### src/rtl/cdp_fp_sum_pkg.sv
// Shared definitions for the CDP fp_sum_block datapath: payload width and
// the packed fp16 pair carried between the sum producer and its consumers.
package cdp_fp_sum_pkg;

    localparam int FP_SUM_PD_W = 32;

    typedef struct packed {
        logic [15:0] hi;
        logic [15:0] lo;
    } fp_sum_pd_t;

endpackage : cdp_fp_sum_pkg

### src/rtl/fp_sum_pipe_reg.sv
// One valid/data storage entry: valid has an asynchronous clear, payload is
// unreset and only loads when its own enable is high.
module fp_sum_pipe_reg #(
    parameter int DW = 32
) (
    input  logic          nvdla_core_clk,
    input  logic          nvdla_core_rst,
    input  logic          vld_en,
    input  logic          vld_d,
    input  logic          pd_en,
    input  logic [DW-1:0] pd_d,
    output logic          vld,
    output logic [DW-1:0] pd
);

    always_ff @(posedge nvdla_core_clk or posedge nvdla_core_rst) begin
        if (nvdla_core_rst) begin
            vld <= 1'b0;
        end else if (vld_en) begin
            vld <= vld_d;
        end
    end

    // Payload is don't-care while vld is low, so it carries no reset.
    always_ff @(posedge nvdla_core_clk) begin
        if (pd_en) begin
            pd <= pd_d;
        end
    end

endmodule : fp_sum_pipe_reg

### src/rtl/fp_sum_block_pipe_skid.sv
// Ready-path register slice for fp_sum_block: skid entry plus output entry,
// every downstream and upstream handshake output driven from a flop.
// Optional simulation checkers: define FP_SUM_PIPE_SKID_ASSERT_EN.
module fp_sum_block_pipe_skid
    import cdp_fp_sum_pkg::*;
#(
    parameter int DW = FP_SUM_PD_W
) (
    input  logic          nvdla_core_clk,
    input  logic          nvdla_core_rst,
    input  logic          pipe_in_vld,
    output logic          pipe_in_rdy,
    input  logic [DW-1:0] pipe_in_pd,
    output logic          pipe_out_vld,
    input  logic          pipe_out_rdy,
    output logic [DW-1:0] pipe_out_pd
);

    // Handshake: a beat moves on a rising edge where vld and rdy are both 1;
    // once vld is raised the sender holds vld and pd stable until that edge.

    logic          skid_vld;
    logic [DW-1:0] skid_pd;
    logic          out_vld;
    logic [DW-1:0] out_pd;

    logic          in_xfer;
    logic          out_ready_bc;
    logic          src_vld;
    logic [DW-1:0] src_pd;
    logic          skid_fill;
    logic          skid_drain;
    logic          skid_vld_en;

    assign in_xfer      = pipe_in_vld & pipe_in_rdy;
    assign out_ready_bc = pipe_out_rdy | ~out_vld;

    // Skid always holds the older beat, so it has priority over new input.
    assign src_vld = skid_vld | in_xfer;
    assign src_pd  = skid_vld ? skid_pd : pipe_in_pd;

    assign skid_drain  = skid_vld & out_ready_bc;
    assign skid_fill   = ~skid_vld & in_xfer & ~out_ready_bc;
    assign skid_vld_en = skid_drain | skid_fill;

    fp_sum_pipe_reg #(.DW(DW)) u_skid (
        .nvdla_core_clk (nvdla_core_clk),
        .nvdla_core_rst (nvdla_core_rst),
        .vld_en         (skid_vld_en),
        .vld_d          (skid_fill),
        .pd_en          (skid_fill),
        .pd_d           (pipe_in_pd),
        .vld            (skid_vld),
        .pd             (skid_pd)
    );

    fp_sum_pipe_reg #(.DW(DW)) u_out (
        .nvdla_core_clk (nvdla_core_clk),
        .nvdla_core_rst (nvdla_core_rst),
        .vld_en         (out_ready_bc),
        .vld_d          (src_vld),
        .pd_en          (out_ready_bc & src_vld),
        .pd_d           (src_pd),
        .vld            (out_vld),
        .pd             (out_pd)
    );

    // Dedicated flop tracking !skid_vld so upstream ready has no logic after it.
    always_ff @(posedge nvdla_core_clk or posedge nvdla_core_rst) begin
        if (nvdla_core_rst) begin
            pipe_in_rdy <= 1'b1;
        end else if (skid_vld_en) begin
            pipe_in_rdy <= ~skid_fill;
        end
    end

    assign pipe_out_vld = out_vld;
    assign pipe_out_pd  = out_pd;

`ifdef FP_SUM_PIPE_SKID_ASSERT_EN
    logic          chk_stall_q;
    logic [DW-1:0] chk_pd_q;

    always @(posedge nvdla_core_clk or posedge nvdla_core_rst) begin
        if (nvdla_core_rst) begin
            chk_stall_q <= 1'b0;
            chk_pd_q    <= '0;
        end else begin
            if (chk_stall_q && (!out_vld || out_pd != chk_pd_q)) begin
                $error("fp_sum_block_pipe_skid: output changed while stalled");
            end
            if (skid_vld && !out_vld) begin
                $error("fp_sum_block_pipe_skid: skid_vld set with out_vld clear");
            end
            if ($isunknown(pipe_in_rdy)) begin
                $error("fp_sum_block_pipe_skid: pipe_in_rdy is X");
            end
            chk_stall_q <= out_vld & ~pipe_out_rdy;
            chk_pd_q    <= out_pd;
        end
    end
`endif

endmodule : fp_sum_block_pipe_skid

### config.mk
export PLATFORM = sky130hd
export DESIGN_NAME = fp_sum_block_pipe_skid
export DESIGN_NICKNAME = d
export VERILOG_FILES = /design/src/rtl/cdp_fp_sum_pkg.sv /design/src/rtl/fp_sum_pipe_reg.sv /design/src/rtl/fp_sum_block_pipe_skid.sv
export SDC_FILE = /design/constraint.sdc
export NUM_CORES = 1
export LEC_CHECK = 0
export CAP_MARGIN = 20
export CORE_UTILIZATION = 43
export DETAILED_ROUTE_END_ITERATION = 6
export PLACE_DENSITY = 0.75
export SYNTH_ARGS = -nofsm -noshare
export SYNTH_HDL_FRONTEND = slang
export SYNTH_SLANG_ARGS = --single-unit
export TNS_END_PERCENT = 5
### constraint.sdc
create_clock -name nvdla_core_clk -period 3.5 [get_ports nvdla_core_clk]
set_clock_uncertainty 0.15 [all_clocks]
set_input_delay 0.7 -clock nvdla_core_clk [delete_from_list [all_inputs] [get_ports nvdla_core_clk]]
set_output_delay 0.7 -clock nvdla_core_clk [all_outputs]
set_load 0.02 [all_outputs]
# --- After elaboration in Yosys (flattened, before gate mapping) ---
# Cells that the tools add are included.
word_totals:
  romBits: 0
  ramBits: 0
  word_cells: 18
  n_memories: 0
  output_inout_bits: 34
  register_bits: 67
  latch_bits: 0
  in_bits: 36
op_classes:
  n_eq_ne: 0
  n_shift: 0
  n_bitwise: 12
  n_addsub: 0
  n_mux: 1
  reduce_logical: 0
  n_mul: 0
  div_mod_pow: 0
  order_cmp: 0
op_table:
  columns: ["op", "count"]
  rows:
  - ["$mux 32", 1]
  - ["$and 1x1->1", 5]
  - ["$not 1->1", 4]
  - ["$or 1x1->1", 3]

# --- Depth between registers and ports, before layout ---
# Gate-level depths: netlist of the first run.
depth:
  word_depth: 5
  mapped_depth: 4
  ltp_nobuf: 2

# --- Hierarchy ---
# From an unflattened synthesis of the first run, not the netlist that was laid out.
hier_totals:
  cells_unflattened: 116
  area_unflattened_um2: 2640.0
by_module_without_submodules:
  columns: ["module", "area_per_inst_um2", "seq_area_each_um2", "cells_per_inst", "instances"]
  rows:
  - ["fp_sum_pipe_reg", 1004.7, 985.9, 35, 2]
  - ["fp_sum_block_pipe_skid", 630.6, 26.3, 46, 1]

# --- Worst setup path after synthesis of the first run ---
# No wires, ideal clock.
synth_path:
  path_kind: "input to register"
  startpoint: "input pipe_out_rdy"
  endpoint: "register u_skid.pd[0] (enable)"
  t_required_ns: 2.889
  arrival_ns: 3.073
  setup_slack_ns: -0.185
  setup_ns: 0.461
  cell_stages: 2
  path_buffers: 0
  path_cell_list: "nand2b_1 -> nor3_1"
synth_via:
  elab_chain_len: 3
synth_rtl:
  columns: ["item", "line_no", "source"]
  rows:
  - ["from (decl)", "fp_sum_block_pipe_skid.sv:15", "input logic pipe_out_rdy,"]
  - ["$or 1x1->1", "fp_sum_block_pipe_skid.sv:36", "assign out_ready_bc = pipe_out_rdy | ~out_vld;"]
  - ["$not 1->1", "fp_sum_block_pipe_skid.sv:43", "assign skid_fill = ~skid_vld & in_xfer & ~out_ready_bc;"]
  - ["$and 1x1->1", "fp_sum_block_pipe_skid.sv:43", null]
  - ["named net skid_fill", "fp_sum_block_pipe_skid.sv:31", "logic skid_fill;"]
  - ["to (signal assigned)", "fp_sum_pipe_reg.sv:27", "pd <= pd_d;"]
  - ["to (decl)", "fp_sum_pipe_reg.sv:13", "output logic [DW-1:0] pd"]
# The timed path passes the listed nets, and every way through them passes these cells.
# A chain may end at the register's enable or synchronous reset.

# --- Worst setup path in the final report of the first run ---
layout_path:
  startpoint: "register pipe_in_rdy"
  endpoint: "output pipe_in_rdy"
layout_rtl:
  columns: ["item", "line_no", "source"]
  rows:
  - ["from (decl)", "fp_sum_block_pipe_skid.sv:12", "output logic pipe_in_rdy,"]
  - ["from (signal assigned)", "fp_sum_block_pipe_skid.sv:73", "pipe_in_rdy <= ~skid_fill;"]
# No word-level cell between the ends.

==> qor.yml, run 1 <==
cts:
  cts_sinks: 67
  cts_hold_buf: 0
  cts-root-buf: "clkbuf_8"
  cts_tree: "built"
  cts_buffers: 9
  post_cts_buffers: 0
  clk_latency_ns: 0.34
  path_clk_slew_ns: 0.06
  htree_levels: 3
  clockBufferDepth: 2
  cts.repair.resized: 0
die:
  ios: 70
  fp-row-count: 27
  core_area_um2: 5680
  dieArea_um2: 6360
  die_x_um: 79.8
  dieHeight_um: 79.8
  initial_core_util_pct: 45.8
final_layout:
  design_area_um2: 3590
  multiInputGateArea_um2: 546
  drive_gt1_share_pct: 26.5
  n_fill_cell: 390
  final_nets: 231
  syn_to_final_growth_pct: 37.9
  regArea_um2: 2000
  antenna_cells: 0
power:
  pwr_density_cell_nw_per_um2: 507
  p_leak_uw: 0.00125
  ir_worst_vdd_uv: 285
run_status:
  status: "finished, final reports clean"
timing:
  rsz0062_at_grt: "false"
  finalMaxSlewViolations: 0
  period_needed_ns: 2.37
  relSlewSlack_pct: 65.5
  tns_ns: 0
  fin_ws_ns: 1.13
  timing.final.crit_share_pct: 67.6
  report.final.hold_viol_count: 0
  setup_viol: 0
  max_clock_freq_ghz: 0.423
  tightest_slew_ns: 0.517
worst_setup_path:
  critical-path-top-delay-family: "buffers and inverters"
  critPathBufInv: 1
  cp.depth: 1
  cp_slowest_stage_delay_ns: 0.61
  cp_max_fo: 5
  worst_r2r_path_depth: 3
  cp-start-kind: "flop"
  endpoint_kind: "primary output"
  cp.arrival_ns: 1.52
  slowest_stage: "clkdlybuf4s50_1"
  worstReg2RegEnd: "u_out.pd[7]$_DFFE_PP_"
  crit_chain: "clkdlybuf4s50_1"
  r2r_slack_ns: 1.56
  reg2reg_from: "u_skid.vld$_DFFE_PP0P_"
  crit_required_ns: 2.65
  worstSetupPathType: "reg2out"
logic_synthesis:
  ys_seq_area_share_pct: 76.9
  synth_simple_gate_area_share_pct: 1.97
  syn_avg_cell_area_um2: 22.4
  ys_warn_count: 0
  ys_types: 15
  synth_top_family_by_area: "multiplexers"
  synth_mux_area_share_pct: 17.8
  syn-cell-area_um2: 2600
  ys_seq_elements: 67
  synth_xor_xnor_area_share_pct: 0
  synthCells: 116
  synth_compound_area_share_pct: 0.385
  synthAdderAreaFrac_pct: 0
  synthesis.nets: 152
grt:
  grt_pass1_vias: 1345
  grt_pass1_wl_um: 6960
  track_usage_pct: 15.8
  antenna_found_initial: 0
  grt_max_degree: 33
  overflow: 0
route:
  vias_per_cell: 4.79
  routed_wirelength_um: 4520
  antenna_left: 0
  first_iter_violations: 105
  vias: 1302
  wl_per_cell_um: 16.6
  drc: 0
  drt_pass1_iterations: 4
placed_design:
  port-buffer-count: 69
  gp_congestion: 0.839
  postPlaceCellArea_um2: 3360
  dp_hpwl_um: 3100
  pre_cts_ws_ns: 1.03
job:
  max_cap_viol_count: 0
worst_hold_path:
  worst_hold_path_type: "in2async"
stage by stage:
stage / total power [µW] / utilization, % / hold WS [ns] / std cells
4_1_cts: 1840 / 63.2 / 0.355 / 272
2_1_floorplan: 1000 / - / 0.303 / 116
5_1_grt: 1880 / 63.2 / 0.384 / 272
3_5_place_dp: 1100 / 59.1 / 0.376 / 256
6_report: 1820 / 63.2 / 0.376 / 272
3_3_place_gp: 1090 / 59.1 / 0.361 / 256
layer usage:
metal	GRT usage, %	vias to the layer above	part of all wire (%)
li1	-	608	-
met1	18.7	623	42
met2	24.4	52	49
met3	3.77	19	5.3
met4	13.0	0	4.1
met5	0	-	0
flip-flops by register name (all words and copies together) (netlist names):
| register | cells |
|---|---|
| u_out.vld | 1 |
| pipe_in_rdy | 1 |
| u_out.pd | 32 |
| u_skid.vld | 1 |
| u_skid.pd | 32 |
cell type report:
type	count	share of cell area [%]
repair buffers	72	19.9
multi-input cells	43	15.2
inverters	2	0.209
clock buffers	9	3.45
flip-flops and latches	67	55.8
well taps	72	2.51
clock inverters	7	2.97
worst max path at each step:
| stage | startpoint | to | slack [ns] |
|---|---|---|---|
| 2_1_floorplan | pipe_in_vld | u_out.pd[0]$_DFFE_PP_ | 0.54 |
| 3_3_place_gp | pipe_out_rdy | u_skid.pd[14]$_DFFE_PP_ | 1.15 |
| 3_5_place_dp | pipe_out_rdy | u_skid.pd[11]$_DFFE_PP_ | 1.03 |
| 4_1_cts | pipe_in_rdy$_DFFE_PP1P_ | pipe_in_rdy | 1.11 |
| 5_1_grt | pipe_in_rdy$_DFFE_PP1P_ | pipe_in_rdy | 1.10 |
| 6_report | pipe_in_rdy$_DFFE_PP1P_ | pipe_in_rdy | 1.13 |
cells in the mapped netlist, drive strengths merged:
cell type   n  area [µm²]
nor3b       1        7.51
nand2b      1        6.26
nor2        2        7.51
mux2       32         462
dfrtp       2        50.1
buf         4        71.3
inv         2        7.51
dfstp       1        26.3
edfxtp     64        1920
nand2       2        7.51
nor3        2        10.0
and4bb      1        12.5
a21oi       2        10.0
layout by cell type, fill, tap and decap left out, drive strengths merged:
master and instances:
edfxtp 64, bufinv 3, inv 2, nor3b 1
mux2 32, a21oi 2, buf 3, nor3 2
clkinv 4, dfrtp 2, dfstp 1, nor2 2
and4bb 1, nand2 2, clkdlybuf4s50 69, nand2b 1
clkbuf 9
power by group:
group | switching [µW] | internal, µW
clock network | 274 | 464
registers | 10.7 | 907
logic | 68.8 | 93.9
total | 353 | 1470
kinds of logic (layout without fill, tap and decap cells):
family                 count (synthesis)  in the layout
AO/OA/AOI/OAI                          2              2
flip-flops                            67             67
multiplexers                          32             32
buffers and inverters                  6             90
AND/OR/NAND/NOR                        9              9
No activity file was read; power rests on OpenSTA's default activity.
==> run 2: changes to the inputs <==
--- a/config.mk
+++ b/config.mk
@@ -6,9 +6,9 @@
 export NUM_CORES = 1
 export LEC_CHECK = 0
 export CAP_MARGIN = 20
-export CORE_UTILIZATION = 43
+export CORE_UTILIZATION = 48
 export DETAILED_ROUTE_END_ITERATION = 6
-export PLACE_DENSITY = 0.75
+export PLACE_DENSITY = 0.79
 export SYNTH_ARGS = -nofsm -noshare
 export SYNTH_HDL_FRONTEND = slang
 export SYNTH_SLANG_ARGS = --single-unit
==> constraint.sdc (replaced) <==
create_clock -name nvdla_core_clk -period 2.25 [get_ports nvdla_core_clk]
set_clock_uncertainty 0.15 [all_clocks]
set_input_delay 0.45 -clock nvdla_core_clk [delete_from_list [all_inputs] [get_ports nvdla_core_clk]]
set_output_delay 0.45 -clock nvdla_core_clk [all_outputs]
set_load 0.02 [all_outputs]
==> qor.yml, run 2 (same netlist as run 1, synthesis figures left out) <==
worst_setup_path:
  crit_chain: "clkdlybuf4s50_1"
  worstReg2RegEnd: "u_out.pd[3]$_DFFE_PP_"
  critical-path-top-delay-family: "buffers and inverters"
  cp.arrival_ns: 1.50  # -0.02 ns
  cp_max_fo: 5  # unchanged
  cp_slowest_stage_delay_ns: 0.61  # about the same
  r2r_slack_ns: 0.38  # -1.18 ns
  crit_required_ns: 1.65  # -1.00 ns
  reg2reg_from: "u_skid.vld$_DFFE_PP0P_"
  worstSetupPathType: "reg2out"
  slowest_stage: "clkdlybuf4s50_1"
  cp-start-kind: "flop"
  worst_r2r_path_depth: 3  # unchanged
  endpoint_kind: "primary output"
  critPathBufInv: 1  # unchanged
route:
  m1WireLength_um: 1870  # -1.2%
  dr_wl_met2_um: 2280  # +3.4%
  drt_pass1_iterations: 4  # unchanged
  drc: 0  # unchanged
  top_layer: "met4"
  routed_wirelength_um: 4510  # -0.18%
  first_iter_violations: 85  # -19%
  wl_per_cell_um: 16.6  # -0.18%
  vias_per_cell: 4.91  # +2.5%
  wl_met3_um: 283  # +18%
  vias: 1335  # +2.5%
  antenna_left: 0  # unchanged
timing:
  relSlewSlack_pct: 60.2  # -5.3 points
  max_clock_freq_ghz: 0.476
  setup_viol: 0  # unchanged
  finalMaxSlewViolations: 0  # unchanged
  tightest_slew_ns: 0.597  # +0.0797 ns
  tns_ns: 0  # unchanged
  timing.final.crit_share_pct: 93.4
  report.final.hold_viol_count: 0  # unchanged
  period_needed_ns: 2.10
  rsz0062_at_grt: "false"
cts:
  cts_hold_buf: 0  # unchanged
  cts.repair.resized: 0  # unchanged
  cts-root-buf: "clkbuf_8"
  cts_sinks: 67  # unchanged
  clockBufferDepth: 2  # unchanged
  cts_tree: "built"
  clk_latency_ns: 0.33  # about the same
  htree_levels: 3  # unchanged
  path_clk_slew_ns: 0.07  # about the same
  cts_buffers: 9  # unchanged
  post_cts_buffers: 0  # unchanged
power:
  clockPowerShare_pct: 35.6  # -5.0 points
  swShare_pct: 20.4  # +1.0 points
  switching_power_uw: 534  # +51%
  ir_worst_vdd_uv: 503  # +76%
  combPwrFrac_pct: 9.7  # +0.8 points
  p_leak_uw: 0.00125  # +0.23%
  pwr-share-seq_pct: 54.6  # +4.1 points
  pwr_density_cell_nw_per_um2: 726  # +43%
  intPower_uw: 2080  # +42%
job:
  max_cap_viol_count: 0  # unchanged
grt:
  grt_max_degree: 20  # -39%
  grt_pass1_wl_um: 6660  # -4.4%
  overflow: 0  # unchanged
  grt_pass1_vias: 1382  # +2.8%
  antenna_found_initial: 0  # unchanged
  track_usage_pct: 17.5  # +1.7 points
die:
  die_x_um: 75.6  # -5.2%
  ios: 70  # unchanged
  dieHeight_um: 75.6  # -5.2%
  core_area_um2: 5170  # -8.9%
  fp-row-count: 26  # -3.7%
  initial_core_util_pct: 50.3  # +4.5 points
  dieArea_um2: 5710  # -10%
final_layout:
  n_fill_cell: 340  # -13%
  syn_to_final_growth_pct: 38.4
  final_nets: 233  # +0.87%
  regArea_um2: 2000  # unchanged
  final_cells: 272  # unchanged
  fin_util_pct: 69.5  # +6.4 points
  drive_gt1_share_pct: 27.7  # +1.2 points
  layout_common_cells: "69 x clkdlybuf4s50_1, 64 x edfxtp_1, 27 x mux2_4, 13 x clkbuf_8, 5 x mux2_2"
  multiInputGateArea_um2: 546  # unchanged
  antenna_cells: 0  # unchanged
  top_regs: "u_out.pd x32, u_skid.pd x32"
  layout_commonest_cell: "clkdlybuf4s50_1"
placed_design:
  dp.cells: 256  # unchanged
  dp_hpwl_um: 3130  # +0.92%
  gp_congestion: 0.667  # -21%
  port-buffer-count: 69  # unchanged
run_status:
  status: "finished, final reports clean"
worst_hold_path:
  worst_hold_path_type: "in2async"
run 2: cell types whose count changed in the layout (fill, tap and decap cells not counted):
cell,previous run,this run
clkbuf_8,9,13
bufinv_16,3,0
clkinv_1,3,0
clkbuf_1,0,2
buf_12,0,3
buf_4,3,2
run 2: worst max-delay path by stage:
stage	endpoint	slack, ns	cells past startpoint	start
floorplan	u_out.pd[0]$_DFFE_PP_	0.07	2	pipe_in_rdy$_DFFE_PP1P_
global placement	u_skid.pd[1]$_DFFE_PP_	0.27	4	pipe_out_rdy
detailed placement	u_skid.pd[9]$_DFFE_PP_	0.19	4	pipe_out_rdy
CTS	pipe_in_rdy	0.13	1	pipe_in_rdy$_DFFE_PP1P_
global route	pipe_in_rdy	0.11	1	pipe_in_rdy$_DFFE_PP1P_
finish	pipe_in_rdy	0.15	1	pipe_in_rdy$_DFFE_PP1P_
run 2: power groups by stage:
| stage | sequential, µW | combinational (µW) | clock, µW |
|---|---|---|---|
| after floorplan | 1490 | 68.2 | 0 |
| after global placement | 1450 | 248 | 0 |
| after detailed placement | 1450 | 256 | 0 |
| after CTS | 1430 | 257 | 948 |
| after global routing | 1430 | 268 | 1010 |
| final | 1430 | 254 | 931 |
run 2: per-stage QoR:
step | power, µW | cell area [µm²] | setup slack [ns] | hold slack [ns]
after floorplan | 1560 | 2620 | 0.0657 | 0.0529
after global placement | 1700 | 3410 | 0.273 | 0.360
after detailed placement | 1710 | 3410 | 0.194 | 0.383
after CTS | 2630 | 3600 | 0.130 | 0.123
after global routing | 2710 | 3600 | 0.113 | 0.134
final | 2610 | 3600 | 0.148 | 0.139
run 2: final cells by class:
cell class	count	share of cell area, %
repair buffers	74	21.3
well taps	70	2.43
clock buffers	15	5.18
flip-flops and latches	67	55.6
inverters	2	0.209
multi-input cells	43	15.2
clock inverters	1	0.139
run 2: routing by layer:
layer  up-vias  GRT usage, %
met5         -             0
met4         0          8.02
met3         7          6.61
met2        55          28.1
met1       656          21.3
li1        617             -
